--- src/rtl/data_sync_ctrl.sv ---
// Destination-side sequencer for a toggle req/ack bus crossing: synchronizes BUS_REQ,
// captures UNSYNC_BUS, and hands the word to a local consumer. Optional macro: DATA_SYNC_CTRL_OVERRUN_EN.
module data_sync_ctrl #(
  parameter int BUS_WIDTH  = 8,
  parameter int NUM_STAGES = 2
) (
  input  logic                 CLK,
  input  logic                 RST,
  input  logic [BUS_WIDTH-1:0] UNSYNC_BUS,
  input  logic                 BUS_REQ,
  input  logic                 SYNC_READY,
  output logic [BUS_WIDTH-1:0] SYNC_BUS,
  output logic                 SYNC_VALID,
  output logic                 ENABLE_PULSE,
  output logic                 ACK,
  output logic                 OVERRUN,
  output logic                 dbg_state
);

  typedef enum logic {
    IDLE = 1'b0,
    HOLD = 1'b1
  } state_t;

  state_t                 state_q, state_d;
  logic [NUM_STAGES-1:0]  sync_q, sync_d;
  logic [BUS_WIDTH-1:0]   sync_bus_q, sync_bus_d;
  logic                   sync_valid_q, sync_valid_d;
  logic                   enable_pulse_q, enable_pulse_d;
  logic                   ack_q, ack_d;
  logic                   req_s;
  logic                   pending;

  assign req_s   = sync_q[NUM_STAGES-1];
  // pending is a level comparison, so a toggle arriving while busy is never lost.
  assign pending = req_s ^ ack_q;

  always_comb begin
    sync_d         = {sync_q[NUM_STAGES-2:0], BUS_REQ};
    state_d        = state_q;
    sync_bus_d     = sync_bus_q;
    sync_valid_d   = sync_valid_q;
    enable_pulse_d = 1'b0;
    ack_d          = ack_q;
    case (state_q)
      IDLE: begin
        if (pending) begin
          sync_bus_d     = UNSYNC_BUS;
          sync_valid_d   = 1'b1;
          enable_pulse_d = 1'b1;
          state_d        = HOLD;
        end
      end
      HOLD: begin
        // Leaving HOLD never captures on the same edge; a still-pending toggle waits one cycle.
        if (SYNC_READY) begin
          sync_valid_d = 1'b0;
          ack_d        = ~ack_q;
          state_d      = IDLE;
        end
      end
      default: state_d = IDLE;
    endcase
  end

  always_ff @(posedge CLK or negedge RST) begin
    if (!RST) begin
      state_q        <= IDLE;
      sync_q         <= '0;
      sync_bus_q     <= '0;
      sync_valid_q   <= 1'b0;
      enable_pulse_q <= 1'b0;
      ack_q          <= 1'b0;
    end else begin
      state_q        <= state_d;
      sync_q         <= sync_d;
      sync_bus_q     <= sync_bus_d;
      sync_valid_q   <= sync_valid_d;
      enable_pulse_q <= enable_pulse_d;
      ack_q          <= ack_d;
    end
  end

`ifdef DATA_SYNC_CTRL_OVERRUN_EN
  logic req_q, req_d;
  logic overrun_q, overrun_d;

  // A change of req_s while still holding means the source toggled again before ACK.
  always_comb begin
    req_d     = req_s;
    overrun_d = overrun_q | ((state_q == HOLD) && (req_s != req_q));
  end

  always_ff @(posedge CLK or negedge RST) begin
    if (!RST) begin
      req_q     <= 1'b0;
      overrun_q <= 1'b0;
    end else begin
      req_q     <= req_d;
      overrun_q <= overrun_d;
    end
  end

  assign OVERRUN = overrun_q;
`else
  assign OVERRUN = 1'b0;
`endif

  assign SYNC_BUS     = sync_bus_q;
  assign SYNC_VALID   = sync_valid_q;
  assign ENABLE_PULSE = enable_pulse_q;
  assign ACK          = ack_q;
  assign dbg_state    = state_q;

endmodule

--- config.mk ---
export PLATFORM = sky130hd
export DESIGN_NAME = data_sync_ctrl
export DESIGN_NICKNAME = d
export VERILOG_FILES = /design/src/rtl/data_sync_ctrl.sv
export SDC_FILE = /design/constraint.sdc
export NUM_CORES = 1
export LEC_CHECK = 0
export CORE_UTILIZATION = 41
export CTS_CLUSTER_SIZE = 20
export DETAILED_ROUTE_END_ITERATION = 6
export GPL_TIMING_DRIVEN = 0
export PLACE_DENSITY_LB_ADDON = 0.1
export SLEW_MARGIN = 20
export SYNTH_ARGS = -nofsm -noshare
export SYNTH_HDL_FRONTEND = slang
export SYNTH_SLANG_ARGS = --single-unit
--- constraint.sdc ---
create_clock -name CLK -period 2.6 [get_ports CLK]
set_input_delay 0.65 -clock CLK [delete_from_list [all_inputs] [get_ports CLK]]
set_output_delay 0.65 -clock CLK [all_outputs]
set_load 0.005 [all_outputs]
Word level (Yosys, flattened, before mapping)

Cells that the tools add are included.

Input port bits: 12
Flip-flop bits (word level): 14
Logic and storage cells: 21
Output and inout bits: 13

Bitwise operators: 3
Multiplexer cells: 7
Equal/unequal tests: 2
Reductions and logical operators: 3

Operator list:

| cell                                          | count |
|---|---|
| 2-bit AND reduction                           | 3 |
| 1-bit 2-to-1 mux                              | 5 |
| 2-bit inequality test (second input constant) | 2 |
| 1-bit one-hot mux with 2 select lines         | 2 |
| 1-bit NOT                                     | 2 |
| 1-bit XOR                                     | 1 |

Depth between registers and ports, before layout

Gate-level depths: netlist (run 1).

Word-level depth: 3
Mapped depth: 4
Gate-level depth less buffers: 3

Worst setup path after synthesis (run 1)

Ideal clock, no wire load.

Kind: reg2reg
From: register ack_q (netlist: ACK)
To: register sync_bus_q[0] (netlist: SYNC_BUS[0])
Required time: 2475 ps
Buffers on the path: 1
Cell stages (with the launch flop): 5
Period minus slack after synthesis: 1292 ps
Arrival: 1167 ps
Path slack: 1308 ps
Cells stage by stage: dfrtp_1 > xor2_1 > and2b_1 > buf_6 > mux2_4

Word-level cells in the longest chain between the ends: 2

Ends and longest elaborated chain:

| element                       | RTL line | RTL |
|---|---|---|
| from (decl)                   | 30       | `logic ack_q, ack_d;` |
| from (signal assigned)        | 80       | `ack_q <= ack_d;` |
| 1-bit XOR                     | 36       | `assign pending = req_s ^ ack_q;` |
| 2-bit AND reduction (no line) | -        |  |
| to (signal assigned)          | 77       | `sync_bus_q <= sync_bus_d;` |
| to (decl)                     | 27       | `logic [BUS_WIDTH-1:0] sync_bus_q, sync_bus_d;` |

No other way between the ends.
A chain may end at the register's enable or synchronous reset.

Final worst setup path (run 1)

From: register ack_q (netlist: ACK)
To: output ACK

RTL lines:

| element   | RTL line | RTL |
|---|---|---|
| to (decl) | 15       | `output logic ACK,` |

No word-level cell between the ends.

==> run summary, run 1 <==
Dividing the synthesized area by the synthesized cell count gives 17.4 µm². The most used flip-flop cell after synthesis is sky130_fd_sc_hd__dfrtp_1. The global-route wire length before repair was 1560 µm; the logic depth of the worst setup path including buffers was 1. Required time of the critical path: 1950 ps. Broken down by cell family, the worst path's largest delay share belongs to buffers and inverters. The clock network latency to the later pin of the worst-skew pair is 270 ps. The tool flagged a number of max-cap violations equal to 0.

By count the netlist is led by sky130_fd_sc_hd__dfrtp_1, sky130_fd_sc_hd__mux2_4. The category of the worst setup path capture point is an output port. The count of nets left with antenna violations once routing finished came out at 0. The root buffer cell is sky130_fd_sc_hd__clkbuf_4. The flow ran to the end, and the final reports show no timing, DRC or antenna violations. Of the post-synthesis cell area, the dominant cell type holds 65.1%. The maximum number of pins on one net before global-route repair is 15. The run gives 25 as the count of boundary I/O pins. The logs give 1 for the CTS H-tree depth and 1040 ps for the pre-CTS worst setup slack. After routing, the total negative slack on setup checks comes to 0 ps. The number of design rule violations left after detail routing is 0. For the via total after detailed routing, the log shows 324.

Relative to the synthesized area, the layout overhead comes to 52.8%. The synthesized design spends more area on one cell type than any other, namely sky130_fd_sc_hd__dfrtp_1. The finished layout holds 72 standard cells, fillers aside. The largest driver fanout on the critical path works out to 3.

Startpoint class of the critical path: a flop. Dividing the detail-routed via count by the number of cells gives 4.50. By area the synthesized netlist is led by sky130_fd_sc_hd__dfrtp_1, sky130_fd_sc_hd__mux2_4, sky130_fd_sc_hd__buf_6. The worst vdd rail ir drop was 552 µV. The die covers 1460 µm². The power per unit of standard cell area works out to 1220 nW/µm². The tools report the remaining global-route overflow as 0. The slowest stage of the critical path belongs to the cell sky130_fd_sc_hd__clkdlybuf4s50_1. Buffers added to address setup during post-CTS repair amount to 0. The number of sinks driven by the clock tree is 14, and the cell leakage power is 0.372 nW. In this run, the number of DRC markers left after iteration 0 of detailed routing was 3. The floorplan has 12 rows. Headroom to the max-slew limit came out at 59.6%. The number of global-route vias before repair is 314.

The clock-pin transition on the worst setup and hold timing paths is 80 ps, and the largest stage delay on the critical path is 530 ps. Data arrives at the worst endpoint at 1190 ps. Count of pins over their slew limit: 0. At the pin with the least slew margin, the transition time is 604 ps. The run gives 0 as the final hold violation count. Walking the worst path, the cells encountered are clkdlybuf4s50_1. In the finished design, the share of the clock period the worst path needs comes to 70.8%. TritonCTS built the clock tree.

The repair_antennas step left the layout with diodes totalling 0. For this run, the number of Yosys warnings is 0. For the distinct cell type count after synthesis, the log shows 11. sky130_fd_sc_hd__dfrtp_1 is the most common cell in the netlist. Global routing used 17.2% of the available tracks. The tools report the number of buffers between clock root and the deepest sink as 2. The die span in y is 38.2 µm.

The run gives 0 as the number of instances resized during post-cts repair. The count of buffering cells on the critical path with inverters included works out to 1. Kind of critical path: reg -> out. Synthesis produced a netlist whose cell count is 31. The area of the core region was 1160 µm²; the synthesized netlist net count was 43.

For the worst flop-to-flop path, the logic depth is 4. Setup repair after global routing left no endpoint under its margin. The min-delay analysis places its worst path in the category reg -> reg. TritonCTS created 3 clock buffers. Timing would allow up to 0.543 GHz. The routed wire length is 970 µm, and the minimum setup slack in the final design is 758 ps. The number of enable-type register cells in the synthesized netlist is 0. In the final design database the tool counted 71 nets.

Subtracting the final worst setup slack from the clock period gives 1840 ps. In the final layout, the share of cells above drive strength 1 is 25.9%. Once placement completed, the tool counted placed cells totaling 68. The number of stages on the worst hold path was 0. Buffers inserted to repair hold after CTS numbered 0.

For the final number of setup-violating endpoints, the log shows 0. Post-synthesis sequential area ratio: 65.1%. The routed length per instance was 13.5 µm; the mapped cell area was 538 µm². The fraction of synthesis flops using an asynchronous set or reset pin came out at 100%. Clock skew on the completed layout was measured at 3.68 ps. The congestion estimate from routability-driven global placement came to 0.622. The count of buffers added on input and output ports is 23. Width of the chip: 38.2 µm. The run gives 2 as the first-pass detailed-route iteration total.

The post-synthesis sequential element count came out at 14. For this configuration, the core starts out at a cell density of 46.5%. The tools report the number of antenna violations at the first check in global routing as 0.
per-stage QoR:
stage	hold WS, ps	total power, W	area [µm²]	utilization [%]
6_report	352	0.00100	822	71.1
5_1_grt	372	0.00107	822	71.1
4_1_cts	355	0.00102	822	71.1
3_5_place_dp	336	0.000860	786	68.0
3_3_place_gp	332	0.000835	786	68.0
2_1_floorplan	331	0.000611	538	-
cells in the final DEF, fill, tap and decap left out:
| master | synthesis | routed |
|---|---|---|
| sky130_fd_sc_hd__a21o_2 | 1 | 1 |
| sky130_fd_sc_hd__and2b_1 | 1 | 1 |
| sky130_fd_sc_hd__buf_4 | 1 | 1 |
| sky130_fd_sc_hd__buf_6 | 1 | 1 |
| sky130_fd_sc_hd__clkbuf_4 | 0 | 3 |
| sky130_fd_sc_hd__clkbuf_8 | 0 | 1 |
| sky130_fd_sc_hd__clkdlybuf4s50_1 | 0 | 23 |
| sky130_fd_sc_hd__conb_1 | 1 | 1 |
| sky130_fd_sc_hd__dfrtp_1 | 14 | 14 |
| sky130_fd_sc_hd__mux2_4 | 8 | 8 |
| sky130_fd_sc_hd__nand2_1 | 1 | 1 |
| sky130_fd_sc_hd__o21a_1 | 1 | 1 |
| sky130_fd_sc_hd__xnor2_1 | 1 | 1 |
| sky130_fd_sc_hd__xor2_1 | 1 | 1 |
area by class of cell:
cell class / count / area (µm²)
Buffer: 2 / 18.8
Clock buffer: 4 / 36.3
Fill cell: 82 / 334
Multi-Input combinational cell: 15 / 169
Sequential cell: 14 / 350
Tap cell: 14 / 17.5
Timing Repair Buffer: 23 / 230
where the power goes:
part,switching [W],internal [W]
combinational,0.000133,0.000340
sequential,0.0000633,0.000317
clock,0.0000635,0.0000849
path summary, 6_finish.rpt:
kind,start,endpoint,slack [ps]
setup / recovery,ACK,ACK,760
hold / removal,sync_q[0],sync_q[1],350
setup reg to reg,ACK,SYNC_BUS[0],1230
hold reg to reg,sync_q[0],sync_q[1],350
max in group asynchronous,RST,SYNC_VALID,1450
min in group asynchronous,RST,dbg_state,760
routing by layer:
metal  vias to the layer above  routed length [µm]  global-route usage [%]
met5                         -                   0                       0
met4                         0                   0                    8.04
met3                         0                  82                    4.07
met2                        20                 465                    26.3
met1                       151                 422                    23.0
li1                        153                   -                       -
state kept, by name, summed over array words and instances (netlist names):
register      count
ACK               1
ENABLE_PULSE      1
SYNC_BUS          8
SYNC_VALID        1
dbg_state         1
sync_q            2
cell families after synthesis:
| group | synth area share [%] |
|---|---|
| mux | 22.3 |
| flops | 65.1 |
| other cells | 0.697 |
| compound gates | 3.02 |
| xor+xnor | 3.26 |
| simple gates | 2.09 |
| buf+inv | 3.49 |
Note: power is estimated with default switching activity, not from simulation.
==> run 2, diff against run 1 <==
--- a/config.mk
+++ b/config.mk
@@ -5,7 +5,7 @@
 export SDC_FILE = /design/constraint.sdc
 export NUM_CORES = 1
 export LEC_CHECK = 0
-export CORE_UTILIZATION = 41
+export CORE_UTILIZATION = 34
 export CTS_CLUSTER_SIZE = 20
 export DETAILED_ROUTE_END_ITERATION = 6
 export GPL_TIMING_DRIVEN = 0
==> constraint.sdc (replaced) <==
create_clock -name CLK -period 1.5 [get_ports CLK]
set_input_delay 0.375 -clock CLK [delete_from_list [all_inputs] [get_ports CLK]]
set_output_delay 0.375 -clock CLK [all_outputs]
set_load 0.005 [all_outputs]
==> run summary, run 2 (synthesized netlist as in run 1, its figures left out) <==
The width of the chip came out at 41.8 µm (was 38.2 µm). The count of pins over their slew limit was 0 (unchanged); the final number of setup-violating endpoints was 0 (unchanged). The run gives 1750 µm² (was 1460 µm²) as the die outline area. The overall track demand over capacity in global routing is 14.2% (was 17.2%). The power per unit of standard cell area is 2040 nW/µm² (was 1220 nW/µm²), and the initial standard-cell utilization of the core is 38.9% (was 46.5%).

The kind of critical path was reg -> out (unchanged). The number of design rule violations left after detail routing was 0 (unchanged). The number of buffers inserted during clock tree synthesis is 3 (unchanged). The most common cell after layout, fill and taps aside is sky130_fd_sc_hd__dfrtp_1 (was sky130_fd_sc_hd__clkdlybuf4s50_1).

The category of the worst setup path capture point was an output port (unchanged). The cell family contributing the most delay on the critical path is buffers and inverters (unchanged). Startpoint class of the critical path: a flop (unchanged). The final cell count without fillers came out at 82 (was 72). The tools report the count of boundary I/O pins as 25 (unchanged). The number of filler cells placed in the layout came out at 99 (was 82). The number of antenna violations at the first check in global routing is 0 (unchanged). Count of max-cap constraint violations: 0 (unchanged). The largest stage delay on the critical path came out at 490 ps (was 530 ps). List of cells traversed by the critical path: clkdlybuf4s50_1 (unchanged). The number of placement rows is 13 (was 12), and the number of stages on the worst hold path is 0 (unchanged).

For this run, the top clock speed supported by timing is 0.687 GHz. For the count of routing violations after the opening detailed-route iteration, the log shows 0 (was 3). The logic depth of the worst setup path including buffers was 1 (unchanged); the global-route wire length before repair was 1820 µm (was 1560 µm). The logs give 1080 ps (was 1190 ps) for the data arrival time at the worst-slack endpoint and 0 (unchanged) for the remaining number of nets flagged by the antenna check after routing. The clock network latency to the later pin of the worst-skew pair is 270 ps (about the same). For the required time of the critical path, the log shows 1120 ps (was 1950 ps).

Worst-path cell with the longest stage delay: sky130_fd_sc_hd__clkdlybuf4s50_1 (unchanged). The flow ran to the end, and the final reports show no timing, DRC or antenna violations. The smallest hold slack came out at 360 ps (was 352 ps). The cell leakage power is 0.480 nW (was 0.372 nW), and the per-cell via count in the routed design is 4.35 (was 4.50). The maximum number of pins on one net before global-route repair is 15 (unchanged). The logs give 69 (was 68) for the number of instances in the placed design and 1 (unchanged) for the CTS H-tree depth. The count of buffering cells on the critical path with inverters included was 1 (unchanged); the transition time at the pin with the least slew margin was 617 ps (was 604 ps). The antenna cell count is 0 (unchanged). The first-pass detailed-route iteration total is 1 (was 2), and the largest driver fanout on the critical path is 1 (was 3). For the number of global-route vias before repair, the log shows 353 (was 314). Root buffer cell: sky130_fd_sc_hd__clkbuf_4 (unchanged). Highest-count cells in the layout ignoring fill and taps: sky130_fd_sc_hd__dfrtp_1, sky130_fd_sc_hd__clkdlybuf4s50_1, sky130_fd_sc_hd__buf_4 (was sky130_fd_sc_hd__clkdlybuf4s50_1, sky130_fd_sc_hd__dfrtp_1, sky130_fd_sc_hd__mux2_4).

The tools report the post-placement cell area as 787 µm² (was 786 µm²). The depth of the worst register-to-register path was 5 (was 4); the fraction of final layout cells sized beyond drive strength 1 was 38.8% (was 25.9%). Signed area change from the synthesized netlist to the final layout: 69.1% (was 52.8%). The die span in y came out at 41.8 µm (was 38.2 µm). The logs give 0 (unchanged) for the final hold violation count and 81 (was 71) for the final net count. The logs give 14 (unchanged) for the number of sinks driven by the clock tree and 0 ps (unchanged) for the setup total negative slack. The number of buffers between clock root and the deepest sink is 2 (unchanged). For the number of hold buffers added after CTS, the log shows 0 (unchanged). The final instance area was 910 µm² (was 822 µm²). The clock-pin transition on the worst setup and hold timing paths came out at 80 ps (about the same).

HPWL after detailed placement: 698 µm. Setup repair after global routing left no endpoint under its margin. Of the available clock period, the critical path in the final layout requires 97.0%. The flip-flop count of the largest register, all copies and words added was 8 (unchanged). Via total after detailed routing: 357 (was 324). The worst-case headroom to the max-slew limit is 58.7% (was 59.6%). The path class of the lowest-slack min-delay path was reg -> reg (unchanged).

The worst vdd rail ir drop was 918 µV (was 552 µV); the post-route clock skew was 5.20 ps (was 3.68 ps). The remaining global-route overflow came out at 0 (unchanged). The routed length per instance is 14.9 µm (was 13.5 µm), and the routed wire length is 1220 µm (was 970 µm). The smallest clock period supported by the final layout is computed as 1460 ps. The total of buffers placed on input and output ports was 23 (unchanged). The logs give 0.649 (was 0.622) for the final weighted congestion in routability-driven placement and 1380 µm² (was 1160 µm²) for the area of the core region. TritonCTS built the clock tree. Share of the core filled with cells: 65.8% (was 71.1%).
==> run 2: worst register-to-register path: stages, from the launching register on <==
cell and delay [ps]:
sky130_fd_sc_hd__dfrtp_1 390, sky130_fd_sc_hd__buf_6 130, sky130_fd_sc_hd__xor2_2 140, sky130_fd_sc_hd__and2b_2 220
sky130_fd_sc_hd__buf_6 140, sky130_fd_sc_hd__mux2_4 300
==> run 2: where the power goes <==
group | total (W) | internal (W) | leakage, nW | switching (W)
logic | 0.00103 | 0.000702 | 0.301 | 0.000324
registers | 0.000627 | 0.000549 | 0.165 | 0.0000774
clock network | 0.000199 | 0.0000927 | 0.0138 | 0.000106
total | 0.00185 | 0.00134 | 0.480 | 0.000507
==> run 2: through the flow <==
stage	setup WS, ps	power [W]
floorplan	208	0.00106
global placement	180	0.00145
detailed placement	112	0.00149
CTS	0.814	0.00173
global route	16.1	0.00196
finish	44.4	0.00185
==> run 2: cell type report <==
cell class / instances / area (µm²) / share of cell area [%]
multi-input cells: 15 / 178 / 19.5
well taps: 15 / 18.8 / 2.06
clock buffers: 3 / 22.5 / 2.48
repair buffers: 33 / 322 / 35.4
plain buffers: 2 / 18.8 / 2.06
flip-flops and latches: 14 / 350 / 38.5
==> run 2: worst paths after layout <==
check	startpoint	slack, ps	end
hold / removal	sync_q[0]	360	sync_q[1]
setup reg to reg	ACK	80	SYNC_BUS[4]
hold reg to reg	sync_q[0]	360	sync_q[1]
min in group asynchronous	RST	490	ENABLE_PULSE
max in group asynchronous	RST	610	SYNC_VALID
setup / recovery	ENABLE_PULSE	40	ENABLE_PULSE
==> run 2: layer usage <==
layer | track usage (%) | share of wire, % | routed length [µm]
met4 | 3.87 | 0 | 0
met1 | 17.6 | 42 | 515
met5 | 0 | 0 | 0
met3 | 4.35 | 6.0 | 73
met2 | 23.8 | 52 | 630
==> run 2: what timing repair did <==
action | CTS | global route
endpoints found under the setup margin | 7 | 14
gates resized for setup | 5 | 12
pin swaps | 0 | 1
setup buffers | 4 | 5
gates cloned | 0 | 1
